### src/rtl/uart_beacon_seq.sv
// Ring-buffers the last DEPTH received bytes and periodically (or on trigger) replays them
// through uart_tx as a framed burst: HEADER, buffered bytes oldest-first, TRAILER.
module uart_beacon_seq #(
    parameter int          PERIOD_CYCLES = 200_000_000,
    parameter int          DEPTH         = 4,
    parameter logic [7:0]  RESET_BYTE    = 8'hAA,
    parameter logic [7:0]  HEADER        = 8'h55,
    parameter logic [7:0]  TRAILER       = 8'h0A
) (
    input  logic       clk,
    input  logic       rst_n,
    input  logic [7:0] rx_data,
    input  logic       rx_valid,
    input  logic       tx_busy,
    input  logic       trigger,
    output logic [7:0] tx_data,
    output logic       tx_send,
    output logic       frame_active,
    output logic [7:0] rx_count
);

    localparam int CW  = $clog2(PERIOD_CYCLES);
    localparam int WPW = (DEPTH > 1) ? $clog2(DEPTH) : 1;
    localparam int IW  = $clog2(DEPTH + 2);

    localparam logic [CW-1:0]  CNT_LAST = CW'(PERIOD_CYCLES - 1);
    localparam logic [WPW-1:0] WP_LAST  = WPW'(DEPTH - 1);
    localparam logic [IW-1:0]  IDX_LAST = IW'(DEPTH + 1);

    typedef enum logic [2:0] {
        S_IDLE  = 3'd0,
        S_LOAD  = 3'd1,
        S_SEND  = 3'd2,
        S_GAP   = 3'd3,
        S_DRAIN = 3'd4
    } state_t;

    state_t         state_q, state_d;
    logic [CW-1:0]  cnt_q;
    logic           tick;
    logic           req;
    logic           pending_q;
    logic           start_frame;
    logic           send_fire;
    logic           drain_done;
    logic           last_byte;
    logic [WPW-1:0] wp_q;
    logic [7:0]     ring_q [DEPTH];
    logic [7:0]     snap_q [DEPTH];
    logic [7:0]     snap_d [DEPTH];
    logic [IW-1:0]  idx_q;
    logic [7:0]     byte_sel;

    // Free-running period counter; tick marks the wrap cycle.
    always_ff @(posedge clk or negedge rst_n) begin
        if (!rst_n) begin
            cnt_q <= '0;
        end else if (tick) begin
            cnt_q <= '0;
        end else begin
            cnt_q <= cnt_q + CW'(1);
        end
    end

    assign tick = (cnt_q == CNT_LAST);
    assign req  = tick | trigger;

    always_ff @(posedge clk or negedge rst_n) begin
        if (!rst_n) begin
            wp_q     <= '0;
            rx_count <= 8'd0;
            for (int i = 0; i < DEPTH; i++) begin
                ring_q[i] <= RESET_BYTE;
            end
        end else if (rx_valid) begin
            ring_q[wp_q] <= rx_data;
            wp_q         <= (wp_q == WP_LAST) ? '0 : wp_q + WPW'(1);
            rx_count     <= (rx_count == 8'hFF) ? 8'hFF : rx_count + 8'd1;
        end
    end

    function automatic logic [WPW-1:0] ring_idx(input logic [WPW-1:0] base, input int off);
        int sum;
        sum = int'(base) + off;
        if (sum >= DEPTH) begin
            sum = sum - DEPTH;
        end
        return WPW'(sum);
    endfunction

    // buf[wp] is the oldest entry, so the snapshot is the ring rotated to start there.
    always_comb begin
        for (int i = 0; i < DEPTH; i++) begin
            snap_d[i] = ring_q[ring_idx(wp_q, i)];
        end
    end

    assign last_byte = (idx_q == IDX_LAST);

    always_comb begin
        byte_sel = TRAILER;
        if (idx_q == '0) begin
            byte_sel = HEADER;
        end else if (!last_byte) begin
            byte_sel = snap_q[idx_q - IW'(1)];
        end
    end

    // tx_send/tx_busy: tx_send is a registered one-cycle strobe, raised only after
    // tx_busy was sampled low in SEND; the byte is handed off on that strobe and the
    // next byte waits in DRAIN until uart_tx drops tx_busy again.
    always_comb begin
        state_d     = state_q;
        start_frame = 1'b0;
        send_fire   = 1'b0;
        drain_done  = 1'b0;
        case (state_q)
            S_IDLE: begin
                if (req || pending_q) begin
                    state_d     = S_LOAD;
                    start_frame = 1'b1;
                end
            end
            S_LOAD: state_d = S_SEND;
            S_SEND: begin
                if (!tx_busy) begin
                    state_d   = S_GAP;
                    send_fire = 1'b1;
                end
            end
            S_GAP: state_d = S_DRAIN;
            S_DRAIN: begin
                if (!tx_busy) begin
                    drain_done = 1'b1;
                    state_d    = last_byte ? S_IDLE : S_LOAD;
                end
            end
            default: state_d = S_IDLE;
        endcase
    end

    always_ff @(posedge clk or negedge rst_n) begin
        if (!rst_n) begin
            state_q <= S_IDLE;
        end else begin
            state_q <= state_d;
        end
    end

    // A single pending slot: requests while busy collapse into one follow-up frame.
    always_ff @(posedge clk or negedge rst_n) begin
        if (!rst_n) begin
            pending_q    <= 1'b0;
            idx_q        <= '0;
            frame_active <= 1'b0;
            tx_data      <= 8'd0;
            tx_send      <= 1'b0;
            for (int i = 0; i < DEPTH; i++) begin
                snap_q[i] <= RESET_BYTE;
            end
        end else begin
            tx_send <= send_fire;
            if (state_q == S_IDLE) begin
                pending_q <= 1'b0;
            end else if (req) begin
                pending_q <= 1'b1;
            end
            if (start_frame) begin
                for (int i = 0; i < DEPTH; i++) begin
                    snap_q[i] <= snap_d[i];
                end
                idx_q        <= '0;
                frame_active <= 1'b1;
            end
            if (state_q == S_LOAD) begin
                tx_data <= byte_sel;
            end
            if (drain_done) begin
                if (last_byte) begin
                    frame_active <= 1'b0;
                end else begin
                    idx_q <= idx_q + IW'(1);
                end
            end
        end
    end

endmodule

### config.mk
export PLATFORM = sky130hd
export DESIGN_NAME = uart_beacon_seq
export DESIGN_NICKNAME = d
export VERILOG_FILES = /design/src/rtl/uart_beacon_seq.sv
export SDC_FILE = /design/constraint.sdc
export NUM_CORES = 1
export LEC_CHECK = 0
export ABC_AREA = 1
export BUFFER_PORTS_ARGS = -buffer_cell sky130_fd_sc_hd__buf_2
export CAP_MARGIN = 30
export CORE_AREA = 2 2 123 125
export DETAILED_ROUTE_END_ITERATION = 10
export DIE_AREA = 0 0 125 127
export HOLD_SLACK_MARGIN = 0.03
export PLACE_DENSITY = 0.71
export SYNTH_ARGS = -nofsm -noshare
export SYNTH_HDL_FRONTEND = slang
export SYNTH_SLANG_ARGS = --single-unit
### constraint.sdc
create_clock -name clk -period 2.84 [get_ports clk]
set_clock_uncertainty 0.2 [all_clocks]
set_input_delay 0.284 -clock clk [delete_from_list [all_inputs] [get_ports clk]]
set_output_delay 0.284 -clock clk [all_outputs]
set_load 0.05 [all_outputs]
==> summary.txt <==
GRT
  – First-pass GRT wire length: 24.3 mm
  – Gr usage total: 0.188
  – Total grt overflow: 0
  – Pin count of the biggest net entering global routing: 62
  – Initial antenna violation count: 0
  – Vias in the first global route: 4854

Cells and area
  – Synth-to-Final Area Change: 15.5%
  – Final instance area: 0.00739 mm²
  – Final nets: 907
  – Layout cell share with drive strength beyond 1: 0.131
  – Diode count: 0

Power
  – VDD IR-drop max: 0.497 mV
  – Switching part of the total power: 0.400
  – PnR Total Power: 7.74 mW
  – Combinational Power Share: 0.374
  – Pwr dens: 1050 mW/mm²
  – Lkg Pwr: 3.68 nW
  – Clock network fraction of total power: 0.270
  – Internal power: 4.65 mW
  – Seq pwr share: 0.356
  – Net switching power: 3.10 mW

Place
  – RD Place Congestion: 0.916
  – PortBufs: 30
  – Area after DPL: 0.00672 mm²
  – DPL Wire Length: 9.88 mm
  – Worst slack, placed: 544 ps

Clock tree
  – CTS tree: yes
  – CTS Buf Count: 17
  – Num Clock Sinks: 119
  – # H-tree levels: 4
  – Clk buf depth: 2
  – Clk slew on worst S/H paths: 50 ps
  – CTS Root Buffer Type: clkbuf_16
  – Clock latency on the worst-skew pair: 420 ps

Timing
  – Final hold viol count: 0
  – Final worst-path cycle share: 0.812
  – PnR worst setup slack: 533 ps
  – Relative slew slack: 0.605
  – Final Critical Period: 2310 ps
  – Max Clock Freq: 0.433 GHz
  – Final setup viols: 0
  – Slew Viols, Final: 0
  – Least-Margin Pin Slew: 588 ps
  – Setup TNS: 0 ps
  – WHS: 42.6 ps
  – RSZ-0062 raised after global routing: false

Die
  – Io pins: 31
  – Total die area: 0.0159 mm²
  – Core box area: 0.0144 mm²
  – DIE WIDTH: 125 µm
  – Initial core utilization: 0.444
  – # rows: 44
  – DIE HEIGHT: 127 µm

Worst hold path
  – Min-delay src: trigger
  – Hold EP: pending_q
  – Worst Hold Class: in -> reg
  – Hold Path Depth: 3

Yosys
  – Top-count cell post-synth: nand2_1
  – Share of the yosys chip area belonging to registers: 0.471
  – Net Count, Synth: 869
  – Synth top cells by count: 309 x nand2_1, 97 x o21ai_0, 87 x dfrtp_1
  – Asr flop ratio synth: 1.00
  – Post-synth EDFFs: 0
  – Post-Syn Instances: 847
  – YS warnings: 0
  – Share of Yosys cell area claimed by the top area cell type: 0.340
  – Top cells by area, synth: dfrtp_1 34%, nand2_1 18%, dfstp_2 13%
  – Syn Std Cell Area: 0.00640 mm²
  – Synth Flop Type: dfrtp_1
  – Yosys cell types: 37
  – Synthesis-stage register bit count: 119
  – Mapped Avg Cell Area: 7.56 µm²
  – Area leader, netlist: dfrtp_1

Critical path
  – Kind of critical path: reg -> reg
  – Setup crit end kind: flop
  – Element type at the critical path start: flop
  – Worst Path Max Fanout: 36
  – FF-to-FF path depth: 10
  – R2R setup slack: 530 ps
  – Critical R2R Launch: cnt_q[0]
  – Critical Path AT: 2410 ps
  – Req. time, crit path: 2940 ps
  – Reg-to-reg endpoint: snap_q[20]

Job
  – Maxcap violations: 0

Routing
  – Top Metal Used: met4
  – Metal-1 WL: 7.31 mm
  – DRC: 0
  – Post-Route WL: 13.9 mm
  – DRT Pass-1 Iters: 5
  – Routed Antenna Nets: 0
  – Vias: 5331
  – Vias/cell: 4.93
  – Met3 WL: 651 µm
  – Routed wl met2: 5.74 mm
  – Iteration-0 DRC Markers: 324
  – Wire length per cell: 12.9 µm

Run status
  – Outcome: finished, final reports clean
how the worst max path moves through the flow:
stage / startpoint / end / slack, ps / cells after the start
3_3_place_gp: cnt_q[0] / snap_q[6] / 600 / 10
4_1_cts: cnt_q[0] / snap_q[4] / 540 / 10
3_5_place_dp: cnt_q[0] / snap_q[4] / 540 / 10
6_report: cnt_q[0] / snap_q[20] / 530 / 10
5_1_grt: cnt_q[0] / snap_q[12] / 290 / 10
2_1_floorplan: wp_q[0] / snap_q[6] / 500 / 11
logic make-up after synthesis:
family,Yosys count,synth area share
adder cells (fa/ha/maj),9,0.0176
buffers and inverters,99,0.0645
XOR/XNOR,13,0.0178
AND/OR/NAND/NOR,473,0.307
flip-flops,119,0.471
AO/OA/AOI/OAI,118,0.0967
multiplexers,16,0.0250
power by group through the flow:
stage / Combinational [mW] / Clock [mW] / Sequential, mW
after floorplan: 1.96 / 0 / 3.04
after global placement: 2.82 / 0 / 2.76
after detailed placement: 2.88 / 0 / 2.77
after CTS: 2.90 / 2.14 / 2.75
after global routing: 3.32 / 2.22 / 2.83
final: 2.90 / 2.09 / 2.76
critical path, cell delays in order (launching register included):
cell	delay (ps)
dfrtp_1	410
ha_1	280
nand3_2	130
inv_2	110
nand2_4	100
nor2_4	110
nand2_4	90
nand2_4	260
nand2_4	300
nand2_1	150
nand2_1	50
layer usage:
layer  GRT usage  vias up
met2       0.261      106
met5           0        -
met1       0.287     2415
met4      0.0673        0
met3      0.0461       15
li1            -     2795
stage by stage:
step / cells / util
6_report: 1082 / 0.513
5_1_grt: 1082 / 0.513
4_1_cts: 1082 / 0.513
3_5_place_dp: 1040 / 0.466
3_3_place_gp: 1040 / 0.466
2_1_floorplan: 847 / -
state kept, by name, summed over array words and instances, names as in the netlist:
name	count
cnt_q	28
frame_active	1
idx_q	3
pending_q	1
ring_q	32
rx_count	8
snap_q	32
state_q	3
tx_data	8
tx_send	1
wp_q	2
cell type report:
type                            instances  area [µm²]
Tap cell                              184         230
Timing Repair Buffer                   50         340
Inverter                               68         255
Clock buffer                           24         482
Sequential cell                       119        3020
Multi-Input combinational cell        629        2970
Clock inverter                          8        97.6
Fill cell                            1383        7030
what timing repair did:
action | in CTS | in global routing
hold buffers | 10 | 0
resized for setup | 0 | 0
buffers inserted | 0 | 0
endpoints found under the hold margin | 65 | 0
cells in the final DEF (no fill, tap or decap), types with 9 or more instances in the layout:
master         synthesis  final
a21oi_1               11     11
buf_2                  6     29
buf_4                  3     10
clkbuf_16              0     17
dfrtp_1               87     87
dfstp_2               32     32
dlygate4sd3_1          0     10
ha_1                   9      9
inv_1                 64     64
mux2i_1               16     16
nand2_1              309    309
nand3_1               53     53
nor2_1                75     75
nor3_1                12     12
o21ai_0               97     97
xor2_1                10     10
No activity file was read; power rests on OpenSTA's default activity.
